### config.mk
export PLATFORM = sky130hd
export DESIGN_NAME = seg7_display_arbiter
export DESIGN_NICKNAME = d
export VERILOG_FILES = /design/src/rtl/seg7_pkg.sv /design/src/rtl/seg7_display_arbiter_hex_decode.sv /design/src/rtl/seg7_display_arbiter.sv
export SDC_FILE = /design/constraint.sdc
export NUM_CORES = 1
export LEC_CHECK = 0
export CORE_MARGIN = 4
export CORE_UTILIZATION = 40
export DETAILED_ROUTE_END_ITERATION = 7
export GPL_ROUTABILITY_DRIVEN = 0
export PLACE_DENSITY = 0.72
export SYNTH_ARGS = -nofsm -noshare
export SYNTH_HDL_FRONTEND = slang
export SYNTH_SLANG_ARGS = --single-unit
### constraint.sdc
create_clock -name clk -period 5.14 [get_ports clk]
set_input_delay 1.028 -clock clk [delete_from_list [all_inputs] [get_ports clk]]
set_output_delay 1.028 -clock clk [all_outputs]
set_load 0.01 [all_outputs]
### src/rtl/seg7_pkg.sv
// Shared constants for the seven-segment display arbiter: digit geometry,
// scan state encoding and the hex-to-segment table.
package seg7_pkg;

    localparam int         NUM_DIGITS = 4;
    localparam logic [3:0] AN_FIRST   = 4'b1000;

    typedef enum logic {
        IDLE = 1'b0,
        SCAN = 1'b1
    } state_t;

    // Bits 6:0 = gfedcba, active-high; index is the hex nibble.
    localparam logic [6:0] HEX_SEG [16] = '{
        7'h3F, 7'h06, 7'h5B, 7'h4F, 7'h66, 7'h6D, 7'h7D, 7'h07,
        7'h7F, 7'h6F, 7'h77, 7'h7C, 7'h39, 7'h5E, 7'h79, 7'h71
    };

    function automatic logic [7:0] hex_to_seg(input logic [3:0] nibble, input logic dp);
        return {dp, HEX_SEG[nibble]};
    endfunction

endpackage

### src/rtl/seg7_display_arbiter_hex_decode.sv
// Combinational hex nibble plus decimal point to active-high segment pattern.
module seg7_hex_decode
    import seg7_pkg::*;
(
    input  logic [3:0] i_nibble,
    input  logic       i_dp,
    output logic [7:0] o_seg
);

    assign o_seg = hex_to_seg(i_nibble, i_dp);

endmodule

### src/rtl/seg7_display_arbiter.sv
// Two-requester arbiter for a 4-digit seven-segment display: frame-aligned
// ownership with minimum hold, per-frame value snapshot and digit multiplexing.
//
//   state | meaning
//   IDLE  | no owner, display dark
//   SCAN  | owner granted, digits scanned 3..0 from the frame snapshot
module seg7_display_arbiter
    import seg7_pkg::*;
#(
    parameter int REFRESH_DIV = 4,
    parameter int HOLD_FRAMES = 2
) (
    input  logic        clk,
    input  logic        rst,
    input  logic        req0,
    input  logic [15:0] val0,
    input  logic [3:0]  dp0,
    input  logic        req1,
    input  logic [15:0] val1,
    input  logic [3:0]  dp1,
    output logic [1:0]  gnt,
    output logic [3:0]  AN,
    output logic [7:0]  segment,
    output logic        frame_done
);

    localparam int PW = (REFRESH_DIV > 1) ? $clog2(REFRESH_DIV) : 1;
    localparam int HW = $clog2(HOLD_FRAMES + 1);
    localparam int DW = $clog2(NUM_DIGITS);

    localparam logic [PW-1:0] PS_LAST     = PW'(REFRESH_DIV - 1);
    localparam logic [HW-1:0] HOLD_MAX    = HW'(HOLD_FRAMES);
    localparam logic [DW-1:0] DIGIT_FIRST = DW'(NUM_DIGITS - 1);

    state_t        r_state,       w_state_nxt;
    logic [PW-1:0] r_prescale,    w_prescale_nxt;
    logic [DW-1:0] r_digit,       w_digit_nxt;
    logic [1:0]    r_gnt,         w_gnt_nxt;
    logic          r_last_gnt,    w_last_gnt_nxt;
    logic [HW-1:0] r_held,        w_held_nxt;
    logic [15:0]   r_val,         w_val_nxt;
    logic [3:0]    r_dp,          w_dp_nxt;
    logic [3:0]    r_an,          w_an_nxt;
    logic          r_frame_done,  w_frame_done_nxt;
    logic [7:0]    r_seg;

    logic [1:0]    w_req;
    logic          w_tick;
    logic [HW-1:0] w_held_inc;
    logic          w_owner;
    logic          w_other;
    logic          w_sel;
    logic [3:0]    w_nibble;
    logic          w_dp_bit;
    logic [7:0]    w_seg_dec;

    assign w_req      = {req1, req0};
    assign w_tick     = (r_prescale == PS_LAST);
    assign w_held_inc = (r_held == HOLD_MAX) ? HOLD_MAX : r_held + 1'b1;
    // While scanning, the last granted requester is always the current owner.
    assign w_owner    = r_last_gnt;
    assign w_other    = ~r_last_gnt;

    always_comb begin
        w_state_nxt      = r_state;
        w_prescale_nxt   = r_prescale;
        w_digit_nxt      = r_digit;
        w_gnt_nxt        = r_gnt;
        w_last_gnt_nxt   = r_last_gnt;
        w_held_nxt       = r_held;
        w_val_nxt        = r_val;
        w_dp_nxt         = r_dp;
        w_an_nxt         = r_an;
        w_frame_done_nxt = 1'b0;
        w_sel            = 1'b0;

        case (r_state)
            IDLE: begin
                w_an_nxt  = 4'b0000;
                w_gnt_nxt = 2'b00;
                if (|w_req) begin
                    w_sel          = (&w_req) ? ~r_last_gnt : req1;
                    w_state_nxt    = SCAN;
                    w_prescale_nxt = '0;
                    w_digit_nxt    = DIGIT_FIRST;
                    w_an_nxt       = AN_FIRST;
                    w_gnt_nxt      = w_sel ? 2'b10 : 2'b01;
                    w_last_gnt_nxt = w_sel;
                    w_held_nxt     = '0;
                    w_val_nxt      = w_sel ? val1 : val0;
                    w_dp_nxt       = w_sel ? dp1 : dp0;
                end
            end
            SCAN: begin
                if (!w_tick) begin
                    w_prescale_nxt = r_prescale + 1'b1;
                end else begin
                    w_prescale_nxt = '0;
                    if (r_digit != '0) begin
                        w_digit_nxt = r_digit - 1'b1;
                        w_an_nxt    = r_an >> 1;
                    end else begin
                        w_frame_done_nxt = 1'b1;
                        w_digit_nxt      = DIGIT_FIRST;
                        w_an_nxt         = AN_FIRST;
                        if (w_req[w_owner] && (!w_req[w_other] || (w_held_inc < HOLD_MAX))) begin
                            w_held_nxt = w_held_inc;
                            w_val_nxt  = w_owner ? val1 : val0;
                            w_dp_nxt   = w_owner ? dp1 : dp0;
                        end else if (w_req[w_other]) begin
                            w_sel          = w_other;
                            w_gnt_nxt      = w_sel ? 2'b10 : 2'b01;
                            w_last_gnt_nxt = w_sel;
                            w_held_nxt     = '0;
                            w_val_nxt      = w_sel ? val1 : val0;
                            w_dp_nxt       = w_sel ? dp1 : dp0;
                        end else begin
                            w_state_nxt = IDLE;
                            w_gnt_nxt   = 2'b00;
                            w_an_nxt    = 4'b0000;
                            w_held_nxt  = '0;
                        end
                    end
                end
            end
            default: begin
                w_state_nxt = IDLE;
                w_gnt_nxt   = 2'b00;
                w_an_nxt    = 4'b0000;
            end
        endcase
    end

    // Decode from next-state values so segment updates on the same edge as AN.
    assign w_nibble = w_val_nxt[{w_digit_nxt, 2'b00} +: 4];
    assign w_dp_bit = w_dp_nxt[w_digit_nxt];

    seg7_hex_decode u_hex_decode (
        .i_nibble (w_nibble),
        .i_dp     (w_dp_bit),
        .o_seg    (w_seg_dec)
    );

    always_ff @(posedge clk or posedge rst) begin
        if (rst) begin
            r_state      <= IDLE;
            r_prescale   <= '0;
            r_digit      <= DIGIT_FIRST;
            r_gnt        <= 2'b00;
            r_last_gnt   <= 1'b1;
            r_held       <= '0;
            r_val        <= 16'h0000;
            r_dp         <= 4'h0;
            r_an         <= 4'b0000;
            r_frame_done <= 1'b0;
            r_seg        <= 8'h00;
        end else begin
            r_state      <= w_state_nxt;
            r_prescale   <= w_prescale_nxt;
            r_digit      <= w_digit_nxt;
            r_gnt        <= w_gnt_nxt;
            r_last_gnt   <= w_last_gnt_nxt;
            r_held       <= w_held_nxt;
            r_val        <= w_val_nxt;
            r_dp         <= w_dp_nxt;
            r_an         <= w_an_nxt;
            r_frame_done <= w_frame_done_nxt;
            r_seg        <= (w_state_nxt == SCAN) ? w_seg_dec : 8'h00;
        end
    end

    assign gnt        = r_gnt;
    assign AN         = r_an;
    assign segment    = r_seg;
    assign frame_done = r_frame_done;

endmodule

==> metrics.md <==
| Metric | Value |
|---|---|
| Area share of the largest cell type after synthesis | `0.298` |
| RSZ-0062 raised after global routing | `no` |
| H-tree depth | `2` |
| Cell area after synthesis | `3360 µm²` |
| Clock root buffer | `clkbuf_8` |
| F_max | `0.226 GHz` |
| I/O pins | `59` |
| N_diodes | `0` |
| Worst Path Class, Setup | `primary input to register` |
| # port buffers | `58` |
| Reg2Reg Launch Point | `r_prescale[0]` |
| Clock Path Buffers | `2` |
| Met3 WL | `616 µm` |
| Setup crit end kind | `register` |
| Post-CTS Setup Bufs | `0` |
| Total congestion overflow | `0` |
| HP Start | `r_held[1]` |
| Initial Utilization | `0.410` |
| Least-Margin Pin Slew | `842 ps` |
| CP Data Required Time | `5390 ps` |
| Max-Cap Viols | `0` |
| PwrDens | `687 nW/µm²` |
| Register bit total from synthesis | `43` |
| Layout cells sized above 1 | `0.126` |
| Iteration-0 DRC Markers | `299` |
| Vias per cell | `6.21` |
| Pre-Repair DR Iteration Count | `5` |
| Drt drc | `0` |
| Vias in the first global route | `3144` |
| Final period util | `0.861` |
| Worst setup SP type | `primary input` |
| DIE AREA | `9920 µm²` |
| Clock transition at path regs | `90 ps` |
| Max Fanout on Critical Path | `20` |
| YS warnings | `0` |
| Slew HR | `0.436` |
| Commonest non-fill, non-tap cell in the layout | `clkdlybuf4s50_1` |
| Post-synth ARST share | `1.00` |
| Global-route wire length before repair | `15500 µm` |
| Fin area | `4050 µm²` |
| Worst path arrival time | `4680 ps` |
| Wire length on met1 | `4250 µm` |
| Overall Global Routing Usage | `0.194` |
| Post-CTS resize count | `0` |
| Worst Skew | `6.11 ps` |
| WL/cell | `18.6 µm` |
| WL final | `9650 µm` |
| Inst Count DP | `511` |
| Initial antenna violation count | `0` |
| Core area | `8180 µm²` |
| Leak Pwr | `0.00164 µW` |
| Post-synth net total | `421` |
| Worst setup startpoint | `req1` |
| VDD IR-drop max | `366 µV` |
| Placed cell areas | `3960 µm²` |
| Status | `finished, final reports clean` |
| Die Y | `99.6 µm` |
| Largest net degree at the start of global routing | `44` |
| Final min period | `4430 ps` |
| Synth unique cells | `71` |
| Yosys top cell by area | `dfrtp_1` |
| Hold Crit Class | `register to register` |
| Antenna violation net count after detailed routing | `0` |
| Commonest non-fill, non-tap cells in the layout | `clkdlybuf4s50_1, dfrtp_1, nor2_1` |
| Dpl hpwl | `6960 µm` |
| Final setup viols | `0` |
| Die outline width | `99.6 µm` |
| Clk_lat worst skew | `310 ps` |
| Synthesis-to-finish area growth | `20.8%` |
| Top_reg_cell synth | `dfrtp_1` |
| Post-synth EDFFs | `0` |
| Post-Route Setup TNS | `0 ps` |
| Hold buffer count at cts | `0` |
| Met2 wire len | `4530 µm` |
| Non-Filler Instances | `519` |
| Clk sinks | `43` |
| Num CTS Buffers | `5` |
| Fin nets | `466` |
| Cells after synthesis | `368` |
| Top sig layer | `met4` |
| Hold Vio Cnt, Final | `0` |
| CTS tree | `built` |
| Vias after detailed routing | `3224` |
| # rows | `33` |
| Sequential share of the synthesized area | `0.322` |
| Pins Over Slew Limit | `0` |
| Dominant cells by area after synthesis | `dfrtp_1, mux2_2, mux2i_1, ha_1, nor2_1` |
| Average size of a mapped cell | `9.12 µm²` |
-- through the flow --
stage / worst slack, ps / utilization / hold WS [ps] / power [µW]
CTS: 763 / 0.496 / 477 / 2780
global route: 369 / 0.496 / 541 / 3020
detailed placement: 421 / 0.485 / 457 / 2530
finish: 715 / 0.496 / 473 / 2780
global placement: 582 / 0.485 / 452 / 2490
floorplan: 1620 / - / 437 / 2100
-- cell type report --
type                    count  area [µm²]
clock buffers               5        68.8
clock inverters             3        23.8
fillers                   776        4120
inverters                  19        71.3
multi-input cells         280        2050
flip-flops and latches     43        1080
well taps                 105         131
repair buffers             64         626
-- worst max-delay path: stages --
cell and delay, ps:
clkdlybuf4s50_1 890, or2_2 470, o21ai_0 140, a2111oi_0 530, o2bb2ai_1 200, mux2i_1 320, inv_1 160, ha_1 310
or4_1 530, nand3_1 90
-- cell families after synthesis --
kind of cell | share of synthesized area
adder cells (fa/ha/maj) | 0.0336
multiplexers | 0.112
AO/OA/AOI/OAI | 0.278
AND/OR/NAND/NOR | 0.186
XOR/XNOR | 0.00261
buffers and inverters | 0.0664
flip-flops | 0.322
-- power breakdown --
group	leakage (µW)	internal, µW	switching [µW]
logic	0.00108	875	1050
registers	0.000519	512	113
clock network	0.0000408	97.4	135
-- per-layer routing --
layer | GRT usage | vias to the layer above
met4 | 0.0851 | 0
met3 | 0.0365 | 27
met5 | 0 | -
met2 | 0.303 | 133
li1 | - | 1499
met1 | 0.261 | 1565
-- path summary, 6_finish.rpt --
| path | cells past startpoint | slack, ps | end |
|---|---|---|---|
| worst max-delay path | 10 | 710 | segment[0] |
| worst min-delay path | 2 | 470 | r_held[1] |
| worst max register to register | 11 | 1250 | segment[0] |
| worst min register to register | 2 | 470 | r_held[1] |
| max in group asynchronous | 3 | 3610 | r_last_gnt |
| min in group asynchronous | 3 | 1150 | r_val[11] |
-- state kept, by name (all words and copies together), names as in the netlist --
register	count
r_val	16
segment	8
AN	4
r_dp	4
gnt	2
r_digit	2
r_held	2
r_prescale	2
frame_done	1
r_last_gnt	1
r_state	1
-- cell usage after synthesis (3+ instances only) --
cell type	instances
dfrtp_1	40
nor2_1	30
nand2_1	29
inv_1	17
o21ai_0	16
mux2i_1	12
nor3_1	12
o22ai_1	12
a21oi_1	11
mux2_2	11
buf_2	10
nand3_1	10
o221ai_1	10
a222oi_1	9
ha_1	9
clkbuf_1	7
a211o_1	6
and2_1	6
nor2b_1	6
buf_4	5
nand2b_1	5
o32ai_1	5
a211oi_1	4
o2bb2ai_1	4
o31ai_1	4
a21boi_1	3
a221oi_2	3
buf_6	3
dfstp_2	3
nand4_1	3
o2111ai_1	3
o22a_1	3
Power figures use the tool's default switching activity.
